===== src/rtl/input_debouncer.sv =====
`timescale 1ns/1ps
// -----------------------------------------------------------------------------
// input_debouncer
//
// Conditions a raw, bouncy level input (push-button, switch) into a clean
// registered level plus single-cycle edge pulses. A new level is accepted
// only after the sampled input has held it for STABLE_CYCLES+1 consecutive
// samples; any reversal while qualifying rejects the change.
//
// Build option:
//   INPUT_DEBOUNCER_SYNC_EN  defined   : Din passes through a two-flop
//                                        synchronizer (adds 2 cycles latency)
//                            undefined : Din is used directly (already
//                                        synchronous to Clk)
//
// Parameters:
//   STABLE_CYCLES  extra identical samples needed to accept a level (1..65535)
//   CNT_W          qualification counter width (derived, do not override)
//
// Ports:
//   Clk   in   system clock, rising edge
//   Rst   in   asynchronous active-high reset
//   Din   in   raw input level
//   Q     out  debounced level (registered)
//   Rise  out  one-cycle pulse on an accepted 0->1 change (registered)
//   Fall  out  one-cycle pulse on an accepted 1->0 change (registered)
// -----------------------------------------------------------------------------
module input_debouncer #(
  parameter int STABLE_CYCLES = 4,
  parameter int CNT_W         = $clog2(STABLE_CYCLES + 1)
) (
  input  logic Clk,
  input  logic Rst,
  input  logic Din,
  output logic Q,
  output logic Rise,
  output logic Fall
);

  localparam logic [CNT_W-1:0] CNT_MAX = CNT_W'(STABLE_CYCLES - 1);

  typedef enum logic [1:0] {
    IDLE_LOW,
    WAIT_HIGH,
    IDLE_HIGH,
    WAIT_LOW
  } state_t;

  state_t           state, state_next;
  logic [CNT_W-1:0] cnt, cnt_next;
  logic             q_next, rise_next, fall_next;
  logic             s;

  // ---------------------------------------------------------------------------
  // Input sampling
  // ---------------------------------------------------------------------------
`ifdef INPUT_DEBOUNCER_SYNC_EN
  logic sync_meta, sync_out;

  // sync_meta may go metastable; only sync_out, one full cycle later, is used.
  // NOTE: sequential state is written with non-blocking assignments so every
  // flop samples its inputs as they were before the edge.
  always_ff @(posedge Clk or posedge Rst) begin
    if (Rst) begin
      sync_meta <= 1'b0;
      sync_out  <= 1'b0;
    end else begin
      sync_meta <= Din;
      sync_out  <= sync_meta;
    end
  end

  assign s = sync_out;
`else
  assign s = Din;
`endif

  // ---------------------------------------------------------------------------
  // State, counter and registered outputs
  // ---------------------------------------------------------------------------
  always_ff @(posedge Clk or posedge Rst) begin
    if (Rst) begin
      state <= IDLE_LOW;
      cnt   <= '0;
      Q     <= 1'b0;
      Rise  <= 1'b0;
      Fall  <= 1'b0;
    end else begin
      state <= state_next;
      cnt   <= cnt_next;
      Q     <= q_next;
      Rise  <= rise_next;
      Fall  <= fall_next;
    end
  end

  // ---------------------------------------------------------------------------
  // Next-state logic
  // ---------------------------------------------------------------------------
  always_comb begin
    // NOTE: every output of this block gets a default first, so no path can
    // leave a signal unassigned and infer a latch.
    state_next = state;
    cnt_next   = cnt;
    q_next     = Q;
    rise_next  = 1'b0;
    fall_next  = 1'b0;

    unique case (state)
      IDLE_LOW: begin
        if (s) begin
          state_next = WAIT_HIGH;
          cnt_next   = '0;
        end
      end

      WAIT_HIGH: begin
        if (!s) begin
          // Glitch: drop back without any pulse.
          state_next = IDLE_LOW;
          cnt_next   = '0;
        end else if (cnt == CNT_MAX) begin
          state_next = IDLE_HIGH;
          q_next     = 1'b1;
          rise_next  = 1'b1;
        end else begin
          cnt_next = cnt + 1'b1;
        end
      end

      IDLE_HIGH: begin
        if (!s) begin
          state_next = WAIT_LOW;
          cnt_next   = '0;
        end
      end

      WAIT_LOW: begin
        if (s) begin
          state_next = IDLE_HIGH;
          cnt_next   = '0;
        end else if (cnt == CNT_MAX) begin
          state_next = IDLE_LOW;
          q_next     = 1'b0;
          fall_next  = 1'b1;
        end else begin
          cnt_next = cnt + 1'b1;
        end
      end

      default: begin
        state_next = IDLE_LOW;
        cnt_next   = '0;
        q_next     = 1'b0;
      end
    endcase
  end

endmodule

===== config.mk =====
export PLATFORM = sky130hd
export DESIGN_NAME = input_debouncer
export DESIGN_NICKNAME = d
export VERILOG_FILES = /design/src/rtl/input_debouncer.sv
export SDC_FILE = /design/constraint.sdc
export NUM_CORES = 1
export LEC_CHECK = 0
export BUFFER_PORTS_ARGS = -buffer_cell sky130_fd_sc_hd__buf_2
export CORE_AREA = 5 5 42 44
export CTS_CLUSTER_DIAMETER = 60
export CTS_CLUSTER_SIZE = 16
export DETAILED_ROUTE_END_ITERATION = 10
export DIE_AREA = 0 0 47 49
export GPL_TIMING_DRIVEN = 0
export HOLD_SLACK_MARGIN = 0.12
export PLACE_DENSITY = 0.52
export SLEW_MARGIN = 5
export SYNTH_ARGS = -nofsm -noshare
export SYNTH_HDL_FRONTEND = slang
export SYNTH_SLANG_ARGS = --single-unit
export TNS_END_PERCENT = 50

===== constraint.sdc =====
create_clock -name Clk -period 1.1 [get_ports Clk]
set_input_delay 0.165 -clock Clk [delete_from_list [all_inputs] [get_ports Clk]]
set_output_delay 0.165 -clock Clk [all_outputs]
set_load 0.01 [all_outputs]

# --- Word-level counts from Yosys, hierarchy flattened ---
# Index checks and enable logic that the tools add are counted.
classes:
  n_eq_ne: 12
  add_sub_neg: 1
  n_mux: 23
  reduce_logical: 5
op_table:
  columns: ["op", "n"]
  rows:
  - ["$mux W3", 5]
  - ["$mux W2", 6]
  - ["$ne A2 B2 Y1 const B", 6]
  - ["$pmux W3 S4", 1]
  - ["$mux W1", 9]
  - ["$pmux W2 S4", 1]
  - ["$ne A3 B3 Y1 const B", 2]
  - ["$reduce_and A5 Y1", 1]
  - ["$eq A2 B2 Y1 const B", 2]
  - ["$reduce_and A4 Y1", 1]
  - ["$add A3 B1 Y3 const B", 1]
  - ["$eq A3 B2 Y1 const B", 1]
  - ["$eq A2 B1 Y1 const B", 1]
  - ["$logic_not A2 Y1", 1]
  - ["$pmux W1 S2", 1]
  - ["$reduce_and A2 Y1", 1]
  - ["$reduce_bool A2 Y1", 1]
totals:
  out_inout_bits: 3
  reg_bits: 8
  input_bits: 3

# --- Depth between registers and ports, before layout ---
# Gate-level depths: netlist of the first run.
depth:
  word_depth: 4
  ltp_mapped: 4

# --- Worst setup path before layout of the first run ---
# Ideal clock, no wire load.
synth_path:
  path_type: "register to register"
  from: "register cnt[0]"
  to: "register (tool-made name)"
  path_stages_with_launch: 4
  path_buffers: 0
  period_less_slack_ns: 1.171
  t_required_ns: 0.972
  setup_ns: 0.128
  arrival_ns: 1.043
  slack_ns: -0.071
  cell_sequence: "dfrtp_1 -> ha_1 -> nand3b_1 -> mux2_1"
synth_rtl:
  columns: ["item", "line", "source"]
  rows:
  - ["start, declared", "50", "logic [CNT_W-1:0] cnt, cnt_next;"]
  - ["start signal, assigned", "90", "cnt <= cnt_next;"]

# --- Worst setup path after layout of the first run ---
layout_path:
  from: "register cnt[1]"
  to: "register cnt[1]"
layout_between:
  elab_chain_cells: 4
  elab_cells_between_ends: 6
  cone_classes: "add/sub: 1; eq/ne: 1; mux: 4"
layout_rtl:
  columns: ["item", "line", "source"]
  rows:
  - ["$add A3 B1 Y3 or $eq A3 B2 Y1 (tied branches)", null, null]
  - ["$mux W3 *", "122, 142", null]
  - ["$mux W3, on equally long branches", "139, 118", null]
  - ["$pmux W3 S4 *", "109", "unique case (state)"]
# Every way passes the cells marked *; elsewhere a longest branch is shown, timed or not.
# A chain may end at the register's enable or synchronous reset.

==> results of run 1 <==
## cells in the mapped netlist, drive strengths merged
cell	count	area [um^2]
mux2i	2	20.0
nor3b	2	15.0
nand2b	2	12.5
and2b	1	7.51
inv	1	3.75
nand3b	1	7.51
o22ai	2	12.5
a21oi	1	5.00
and2	1	6.26
ha	1	12.5
xor2	1	8.76
o21ai	2	10.0
xnor2	1	16.3
dfrtp	8	200
mux2	1	11.3
a31oi	1	6.26
nand2	2	7.51
## kinds of logic (layout without fill, tap and decap cells)
kind of cell	Yosys count	after routing
simple gates	9	9
compound gates	6	6
fa+ha+maj	1	1
xor+xnor	2	2
mux	3	3
buf+inv	1	13
flops	8	8
## per-stage QoR
step	area (um^2)	instances	setup WS (ns)	hold slack (ns)	TNS (ns)
3_5_place_dp	415	51	-0.114	0.120	-0.482
5_1_grt	485	58	-0.144	0.198	-0.754
3_3_place_gp	415	51	-0.0742	0.115	-0.256
4_1_cts	470	58	-0.115	0.165	-0.405
6_report	485	58	-0.0912	0.210	-0.408
2_1_floorplan	370	30	-0.0256	-0.0193	-0.0614
## power groups by stage
stage | clock, W | sequential [W] | combinational [W]
after floorplan | 0 | 0.000436 | 0.000212
after global placement | 0 | 0.000450 | 0.000241
after detailed placement | 0 | 0.000457 | 0.000256
after CTS | 0.000228 | 0.000445 | 0.000301
after global routing | 0.000254 | 0.000464 | 0.000334
final | 0.000223 | 0.000455 | 0.000302
## per-layer routing
metal | part of all wire (%) | global-route usage (%) | up-vias
li1 | - | - | 129
met1 | 40 | 7.26 | 128
met2 | 53 | 10.4 | 5
met3 | 3.3 | 2.58 | 4
met4 | 4.0 | 8.29 | 0
met5 | 0 | 0 | -
## area by class of cell
type                            instances  area [um^2]
Timing Repair Buffer                    9         57.6
Clock buffer                            3         22.5
Multi-Input combinational cell         21          181
Inverter                                1         3.75
Sequential cell                         8          200
Fill cell                             153          916
Tap cell                               16         20.0
## worst max-delay path, stage by stage (launching register included)
cell	delay (ns)
dfrtp_1	0.38
ha_2	0.20
and2b_2	0.25
mux2i_1	0.16
o22ai_1	0.08
## cell usage in the layout (no fill, tap or decap)
cell / instances
a31oi_4: 1
xnor2_2: 1
mux2_4: 1
xor2_1: 1
buf_2: 5
nor3b_1: 2
ha_2: 1
a21oi_1: 1
inv_1: 1
dfrtp_1: 8
and2b_2: 1
o21ai_0: 1
nand2b_1: 2
clkbuf_4: 3
mux2i_1: 2
and2_1: 1
o21ai_1: 1
buf_4: 3
dlygate4sd3_1: 1
o22ai_1: 2
nand3b_1: 1
nand2_1: 2
## worst min-delay path by stage
| stage | start | to | slack (ns) | cells past startpoint |
|---|---|---|---|---|
| after floorplan | Rst | Fall | -0.02 | 1 |
| after global placement | Rst | state[0] | 0.12 | 2 |
| after detailed placement | Rst | Fall | 0.12 | 2 |
| after CTS | Din | Fall | 0.16 | 2 |
| after global routing | Din | Fall | 0.20 | 2 |
| final | Din | Fall | 0.21 | 2 |
## what timing repair did
action                                  4_1_cts  5_1_grt
pin swaps                                     5        1
hold buffers                                  1        0
buffers inserted                              3        0
hold endpoints to repair                      8        0
resized for setup                             1        2
endpoints found under the setup margin        6        7
==> impl_metrics.env, run 1 <==
export IMPL_status="complete, but fails checks"
export IMPL_violations="setup timing"
export IMPL_yosys_area_share_xor_xnor_pct=6.90
export IMPL_fin_nets=48
export IMPL_start_kind="flip-flop"
export IMPL_overflow=0
export IMPL_initial_core_util_pct=25.9
export IMPL_fin_crit_ns=1.19
export IMPL_drv_slew=0
export IMPL_maxSlewHeadroom_pct=79.7
export IMPL_clock_root_buffer="clkbuf_4"
export IMPL_antenna_left=0
export IMPL_worstMarginPinSlew_ns=0.304
export IMPL_yosysSeqAreaShare_pct=55.2
export IMPL_setup_violations=6
export IMPL_fin_total_pwr_w=0.000980
export IMPL_drt_drc_violations_left=0
export IMPL_yosys_area_share_simple_pct=15.5
export IMPL_diodes=0
export IMPL_drt_iter0_drc=3
export IMPL_holdCritPathClass="in -> reg"
export IMPL_r2r_slack_ns=-0.09
export IMPL_clk_latency_ns=0.25
export IMPL_crit_end="cnt[1]"
export IMPL_synthCells=30
export IMPL_grt_use_total_pct=7.33
export IMPL_power_density_nw_per_um2=2020
export IMPL_cts_tree="yes"
export IMPL_regToRegEndpoint="cnt[1]"
export IMPL_switchingPower_w=0.000321
export IMPL_io_buffers=5
export IMPL_grt_first_pass_wirelength_um=1110
export IMPL_synthDistinctLibCells=17
export IMPL_arrival_ns=1.32
export IMPL_synth_compound_area_share_pct=9.31
export IMPL_coreArea_um2=1400
export IMPL_crit_required_ns=1.23
export IMPL_p_int_w=0.000659
export IMPL_drtPass1Iterations=2
export IMPL_syn_area_um2=363
export IMPL_fin_util_pct=34.6
export IMPL_cts_buffers=3
export IMPL_r2r_start="cnt[1]"
export IMPL_dp_hpwl_um=486
export IMPL_yosysWarnings=0
export IMPL_area_growth_pct=33.8
export IMPL_yosys_register_bits=8
export IMPL_wl_per_cell_um=12.9
export IMPL_seqPwrFrac_pct=46.4
export IMPL_vias=266
export IMPL_hold_viol=0
export IMPL_clk_pin_slew_ns=0.05
export IMPL_switching_share_pct=32.8
export IMPL_power_leakage_nw=0.229
export IMPL_final_period_utilization_pct=108
export IMPL_cts_buffer_depth=2
export IMPL_worstSetupPathType="reg -> reg"
export IMPL_clock_skew_ns=0.00436
export IMPL_cts_sinks=8
export IMPL_die_area_um2=2300
export IMPL_synth_fa_ha_area_share_pct=3.45
export IMPL_fmax_mhz=839
export IMPL_synth_top_family_by_area="simple AND/OR/NAND/NOR gates"
export IMPL_p_comb_share_pct=30.8
export IMPL_die_h_um=49
export IMPL_maxCapViolations=0
export IMPL_std_cell_rows=14
export IMPL_die_w_um=47
export IMPL_reg2regPathDepth=4
export IMPL_finalWorstSetupSlack_ns=-0.0912
export IMPL_crit_fanout=4
export IMPL_h_tree_depth=1
export IMPL_gp_congestion=0.722
export IMPL_pin_count=6
export IMPL_antenna_found_initial=0
export IMPL_synth_fp_nets=34
export IMPL_critPathLaunch="cnt[1]"
export IMPL_end_kind="flip-flop"
export IMPL_routed_wl_um=751
export IMPL_grt_pass1_vias=270
export IMPL_vdd_drop_max_uv=695
export IMPL_drive_above_1_share_pct=38.1
export IMPL_clkPwrFrac_pct=22.7
export IMPL_grt_max_degree=9
export IMPL_rsz0062_at_grt="yes"
export IMPL_viasPerCell=4.59
export IMPL_syn_avg_cell_area_um2=12.1
export IMPL_synth_mux_area_share_pct=8.62
Note: power is estimated with default switching activity, not from simulation.
==> run 2: changes to the inputs <==
--- a/config.mk
+++ b/config.mk
@@ -13,7 +13,7 @@
 export DIE_AREA = 0 0 47 49
 export GPL_TIMING_DRIVEN = 0
 export HOLD_SLACK_MARGIN = 0.12
-export PLACE_DENSITY = 0.52
+export PLACE_DENSITY = 0.51
 export SLEW_MARGIN = 5
 export SYNTH_ARGS = -nofsm -noshare
 export SYNTH_HDL_FRONTEND = slang
==> constraint.sdc (replaced) <==
create_clock -name Clk -period 1.2 [get_ports Clk]
set_input_delay 0 -clock Clk [delete_from_list [all_inputs] [get_ports Clk]]
set_output_delay 0 -clock Clk [all_outputs]
set_load 0.01 [all_outputs]
==> impl_metrics.env, run 2 (synthesized netlist as in run 1, its figures left out) <==
export IMPL_setup_violations=0
export IMPL_reg2regPathDepth=3
export IMPL_clock_skew_ns=0.000989
export IMPL_grt_max_degree=9
export IMPL_clk_pin_slew_ns=0.05
export IMPL_layout_commonest_cell="dfrtp_1"
export IMPL_cts_sinks=8
export IMPL_drv_slew=0
export IMPL_grt_use_total_pct=6.75
export IMPL_end_kind="flip-flop"
export IMPL_start_kind="flip-flop"
export IMPL_vias=260
export IMPL_status="completed"
export IMPL_crit_required_ns=1.33
export IMPL_clk_latency_ns=0.25
export IMPL_crit_fanout=4
export IMPL_maxSlewHeadroom_pct=80.5
export IMPL_overflow=0
export IMPL_h_tree_depth=1
export IMPL_power_density_nw_per_um2=1840
export IMPL_antenna_found_initial=0
export IMPL_nFillCells=159
export IMPL_worstSetupPathType="reg -> reg"
export IMPL_pin_count=6
export IMPL_fin_crit_ns=1.19
export IMPL_cts_buffers=3
export IMPL_routed_wl_um=629
export IMPL_cts_tree="yes"
export IMPL_worstMarginPinSlew_ns=0.292
export IMPL_drive_above_1_share_pct=34.9
export IMPL_die_area_um2=2300
export IMPL_wl_per_cell_um=10.7
export IMPL_grt_first_pass_wirelength_um=1040
export IMPL_arrival_ns=1.32
export IMPL_drt_drc_violations_left=0
export IMPL_drtPass1Iterations=2
export IMPL_holdCritPathClass="in -> async"
export IMPL_io_buffers=5
export IMPL_power_leakage_nw=0.232
export IMPL_antenna_left=0
export IMPL_holdWs_ns=0.230
export IMPL_multi_input_area_um2=166
export IMPL_r2r_start="cnt[1]"
export IMPL_std_cell_rows=14
export IMPL_die_w_um=47
export IMPL_area_growth_pct=32.4
export IMPL_rsz0062_at_grt="yes"
export IMPL_placed_area_um2=408
export IMPL_die_h_um=49
export IMPL_viasPerCell=4.41
export IMPL_dp_hpwl_um=467
export IMPL_cts_buffer_depth=2
export IMPL_grt_pass1_vias=235
export IMPL_fmax_mhz=841
export IMPL_fin_total_pwr_w=0.000884
export IMPL_maxCapViolations=0
export IMPL_final_period_utilization_pct=99.0
export IMPL_initial_core_util_pct=25.9
export IMPL_final_cell_area_um2=480
export IMPL_r2r_slack_ns=0.01
export IMPL_final_cell_mix="dfrtp_1, buf_2, clkbuf_4, buf_4"
export IMPL_gp_congestion=0.708
export IMPL_clock_root_buffer="clkbuf_4"
export IMPL_coreArea_um2=1400
export IMPL_vdd_drop_max_uv=821
export IMPL_fin_nets=49
export IMPL_seq_area_um2=200
export IMPL_diodes=0
export IMPL_hold_viol=0
export IMPL_drt_iter0_drc=1
==> run 2: cell count changes in the layout (fill, tap and decap cells not counted) <==
cell / delta
a31oi_1: +1
o21ai_1: -1
o21ai_0: +1
a31oi_4: -1
dlygate4sd3_1: +1
==> run 2: metal layers <==
metal | global-route usage, % | part of all wire, % | vias to the layer above
met5 | 0 | 0 | -
met4 | 5.53 | 1.9 | 0
met3 | 3.32 | 3.8 | 2
met2 | 8.14 | 48 | 5
met1 | 8.60 | 46 | 119
li1 | - | - | 134
==> run 2: critical path, stage by stage (launching register included) <==
cell and delay, ns:
dfrtp_1 0.38, ha_2 0.20, nand3b_1 0.17, mux2_4 0.32
==> run 2: cell type report <==
type                       count  share of cell area (%)
tap                           16                    4.17
multi-input combinational     21                    34.6
sequential                     8                    41.7
inverter                       1                   0.781
clock buffer                   3                    4.69
timing repair buffer          10                    14.1
==> run 2: worst max-delay path by stage <==
stage	slack [ns]	start	to	depth (start not counted)
after floorplan	0.03	cnt[0]	flip-flop	3
after global placement	-0.04	cnt[0]	Q	4
after detailed placement	-0.05	cnt[0]	flip-flop	3
after CTS	0.006	cnt[0]	flip-flop	3
after global routing	-0.06	cnt[1]	flip-flop	3
final	0.01	cnt[1]	flip-flop	3
==> run 2: report_power, final <==
part | internal [W] | leakage, nW | switching (W)
Combinational | 0.000164 | 0.118 | 0.000108
Sequential | 0.000328 | 0.101 | 0.0000810
Clock | 0.000114 | 0.0138 | 0.0000885
Total | 0.000606 | 0.232 | 0.000278
==> run 2: through the flow <==
step / setup slack, ns / TNS (ns) / utilization, % / std cells
after detailed placement: -0.0513 / -0.159 / 29.1 / 51
after global routing: -0.0561 / -0.174 / 34.3 / 59
after global placement: -0.0356 / -0.0741 / 29.1 / 51
final: 0.0116 / 0 / 34.3 / 59
after CTS: 0.00587 / 0 / 33.5 / 58
after floorplan: 0.0293 / 0 / - / 30
==> run 2: what timing repair did <==
| item | CTS | global route |
|---|---|---|
| hold endpoints to repair | 12 | 0 |
| resized for setup | 2 | 1 |
| hold buffers | 2 | 0 |
| gates cloned | 0 | 0 |
| setup buffers | 2 | 1 |
| setup endpoints to repair | 4 | 5 |
| pin swaps | 1 | 2 |
==> run 3: changes to the inputs <==
--- a/config.mk
+++ b/config.mk
@@ -14,6 +14,7 @@
 export GPL_TIMING_DRIVEN = 0
 export HOLD_SLACK_MARGIN = 0.12
 export PLACE_DENSITY = 0.51
+export SETUP_SLACK_MARGIN = 0.4
 export SLEW_MARGIN = 5
 export SYNTH_ARGS = -nofsm -noshare
 export SYNTH_HDL_FRONTEND = slang
==> impl_metrics.env, run 3 (synthesized netlist as in run 1, its figures left out) <==
export IMPL_status="complete, but fails checks"
export IMPL_violations="setup timing"
export IMPL_layout_commonest_cell="dfrtp_1"
export IMPL_p_int_w=0.000628
export IMPL_die_area_um2=2300
export IMPL_area_growth_pct=37.9
export IMPL_grt_use_total_pct=7.62
export IMPL_cts_buffer_depth=2
export IMPL_vdd_drop_max_uv=797
export IMPL_fin_cells=61
export IMPL_grt_first_pass_wirelength_um=1170
export IMPL_initial_core_util_pct=25.9
export IMPL_end_kind="flip-flop"
export IMPL_h_tree_depth=1
export IMPL_gp_congestion=0.726
export IMPL_fin_nets=51
export IMPL_power_density_nw_per_um2=1870
export IMPL_switchingPower_w=0.000309
export IMPL_worstSetupPathType="reg -> reg"
export IMPL_crit_required_ns=1.34
export IMPL_die_w_um=47
export IMPL_seqPwrFrac_pct=43.3
export IMPL_drv_slew=0
export IMPL_overflow=0
export IMPL_fin_crit_ns=1.24
export IMPL_clk_latency_ns=0.26
export IMPL_rsz0062_at_grt="yes"
export IMPL_switching_share_pct=33.0
export IMPL_power_leakage_nw=0.244
export IMPL_clkPwrFrac_pct=23.0
export IMPL_arrival_ns=1.37
export IMPL_drtPass1Iterations=4
export IMPL_fmax_mhz=809
export IMPL_nFillCells=145
export IMPL_antenna_left=0
export IMPL_clock_skew_ns=0.00502
export IMPL_clock_root_buffer="clkbuf_4"
export IMPL_crit_fanout=4
export IMPL_io_buffers=5
export IMPL_grt_max_degree=9
export IMPL_coreArea_um2=1400
export IMPL_placed_area_um2=415
export IMPL_grt_pass1_vias=272
export IMPL_diodes=0
export IMPL_pin_count=6
export IMPL_maxCapViolations=0
export IMPL_drt_drc_violations_left=0
export IMPL_clk_pin_slew_ns=0.06
export IMPL_std_cell_rows=14
export IMPL_start_kind="flip-flop"
export IMPL_routed_wl_um=755
export IMPL_fin_total_pwr_w=0.000937
export IMPL_antenna_found_initial=0
export IMPL_p_comb_share_pct=33.7
export IMPL_dp_hpwl_um=489
export IMPL_wl_per_cell_um=12.4
export IMPL_hold_viol=0
export IMPL_maxSlewHeadroom_pct=80.4
export IMPL_final_period_utilization_pct=103
export IMPL_drt_iter0_drc=12
export IMPL_die_h_um=49
export IMPL_finalWorstSetupSlack_ns=-0.0367
export IMPL_cts_tree="yes"
export IMPL_viasPerCell=4.89
export IMPL_final_cell_area_um2=500
export IMPL_cts_sinks=8
export IMPL_cts_buffers=3
export IMPL_setup_violations=3
export IMPL_final_cell_mix="dfrtp_1, buf_2, buf_4"
export IMPL_drive_above_1_share_pct=40.0
export IMPL_vias=298
export IMPL_holdCritPathClass="in -> reg"
export IMPL_worstMarginPinSlew_ns=0.294
export IMPL_placed_cells=51
run 3: cell types whose count changed in the layout (fill, tap and decap cells not counted):
cell,delta
buf_4,+2
o21ai_0,-2
o21ai_1,+2
nor3b_1,-1
nor3b_2,+1
run 3: final timing paths:
| kind | from | end | slack [ns] | cells after the start |
|---|---|---|---|---|
| max | cnt[1] | cnt[1] | -0.04 | 4 |
| min | Din | Q | 0.12 | 3 |
| max reg2reg | cnt[1] | cnt[1] | -0.04 | 4 |
| min reg2reg | cnt[2] | cnt[2] | 0.50 | 1 |
| max in group asynchronous | Rst | async pin | 0.76 | 3 |
| min in group asynchronous | Rst | state[0] | 0.22 | 3 |
run 3: final cells by class:
type | instances | area, um^2 | share of cell area, %
Multi-Input combinational cell | 21 | 171 | 34.2
Clock buffer | 3 | 22.5 | 4.50
Inverter | 1 | 3.75 | 0.750
Timing Repair Buffer | 12 | 82.6 | 16.5
Tap cell | 16 | 20.0 | 4.00
Sequential cell | 8 | 200 | 40.0
run 3: stage by stage:
| stage | hold slack, ns | utilization, % | setup TNS, ns | setup slack (ns) |
|---|---|---|---|---|
| 2_1_floorplan | -0.184 | - | 0 | 0.0746 |
| 3_3_place_gp | -0.0502 | 29.6 | 0 | 0.0260 |
| 5_1_grt | 0.125 | 35.7 | -0.283 | -0.0982 |
| 4_1_cts | 0.107 | 33.8 | -0.0210 | -0.0210 |
| 3_5_place_dp | -0.0472 | 29.6 | -0.0344 | -0.0341 |
| 6_report | 0.118 | 35.7 | -0.0776 | -0.0367 |
run 3: critical path: stages, from the launching register on:
cell and delay, ns:
dfrtp_1 0.39, ha_2 0.20, and2b_2 0.23, mux2i_1 0.19, o22ai_1 0.10
run 3: routing by layer:
metal | vias up | part of all wire, % | track usage [%]
met4 | 0 | 4.1 | 6.91
li1 | 135 | - | -
met3 | 3 | 4.2 | 2.21
met1 | 146 | 40 | 8.64
met2 | 14 | 51 | 10.9
met5 | - | 0 | 0
run 3: power by group through the flow:
stage	clock network, W	registers (W)	logic [W]
after global placement	0	0.000413	0.000222
after CTS	0.000214	0.000406	0.000278
final	0.000215	0.000406	0.000315
after detailed placement	0	0.000417	0.000239
after global routing	0.000217	0.000418	0.000349
after floorplan	0	0.000401	0.000195
run 3: repair_timing:
item	CTS	global route
endpoints found under the hold margin	12	0
hold buffers	2	0
setup buffers	2	3
cloned	0	0
pin swaps	2	2
resized for setup	0	2
setup endpoints to repair	9	9
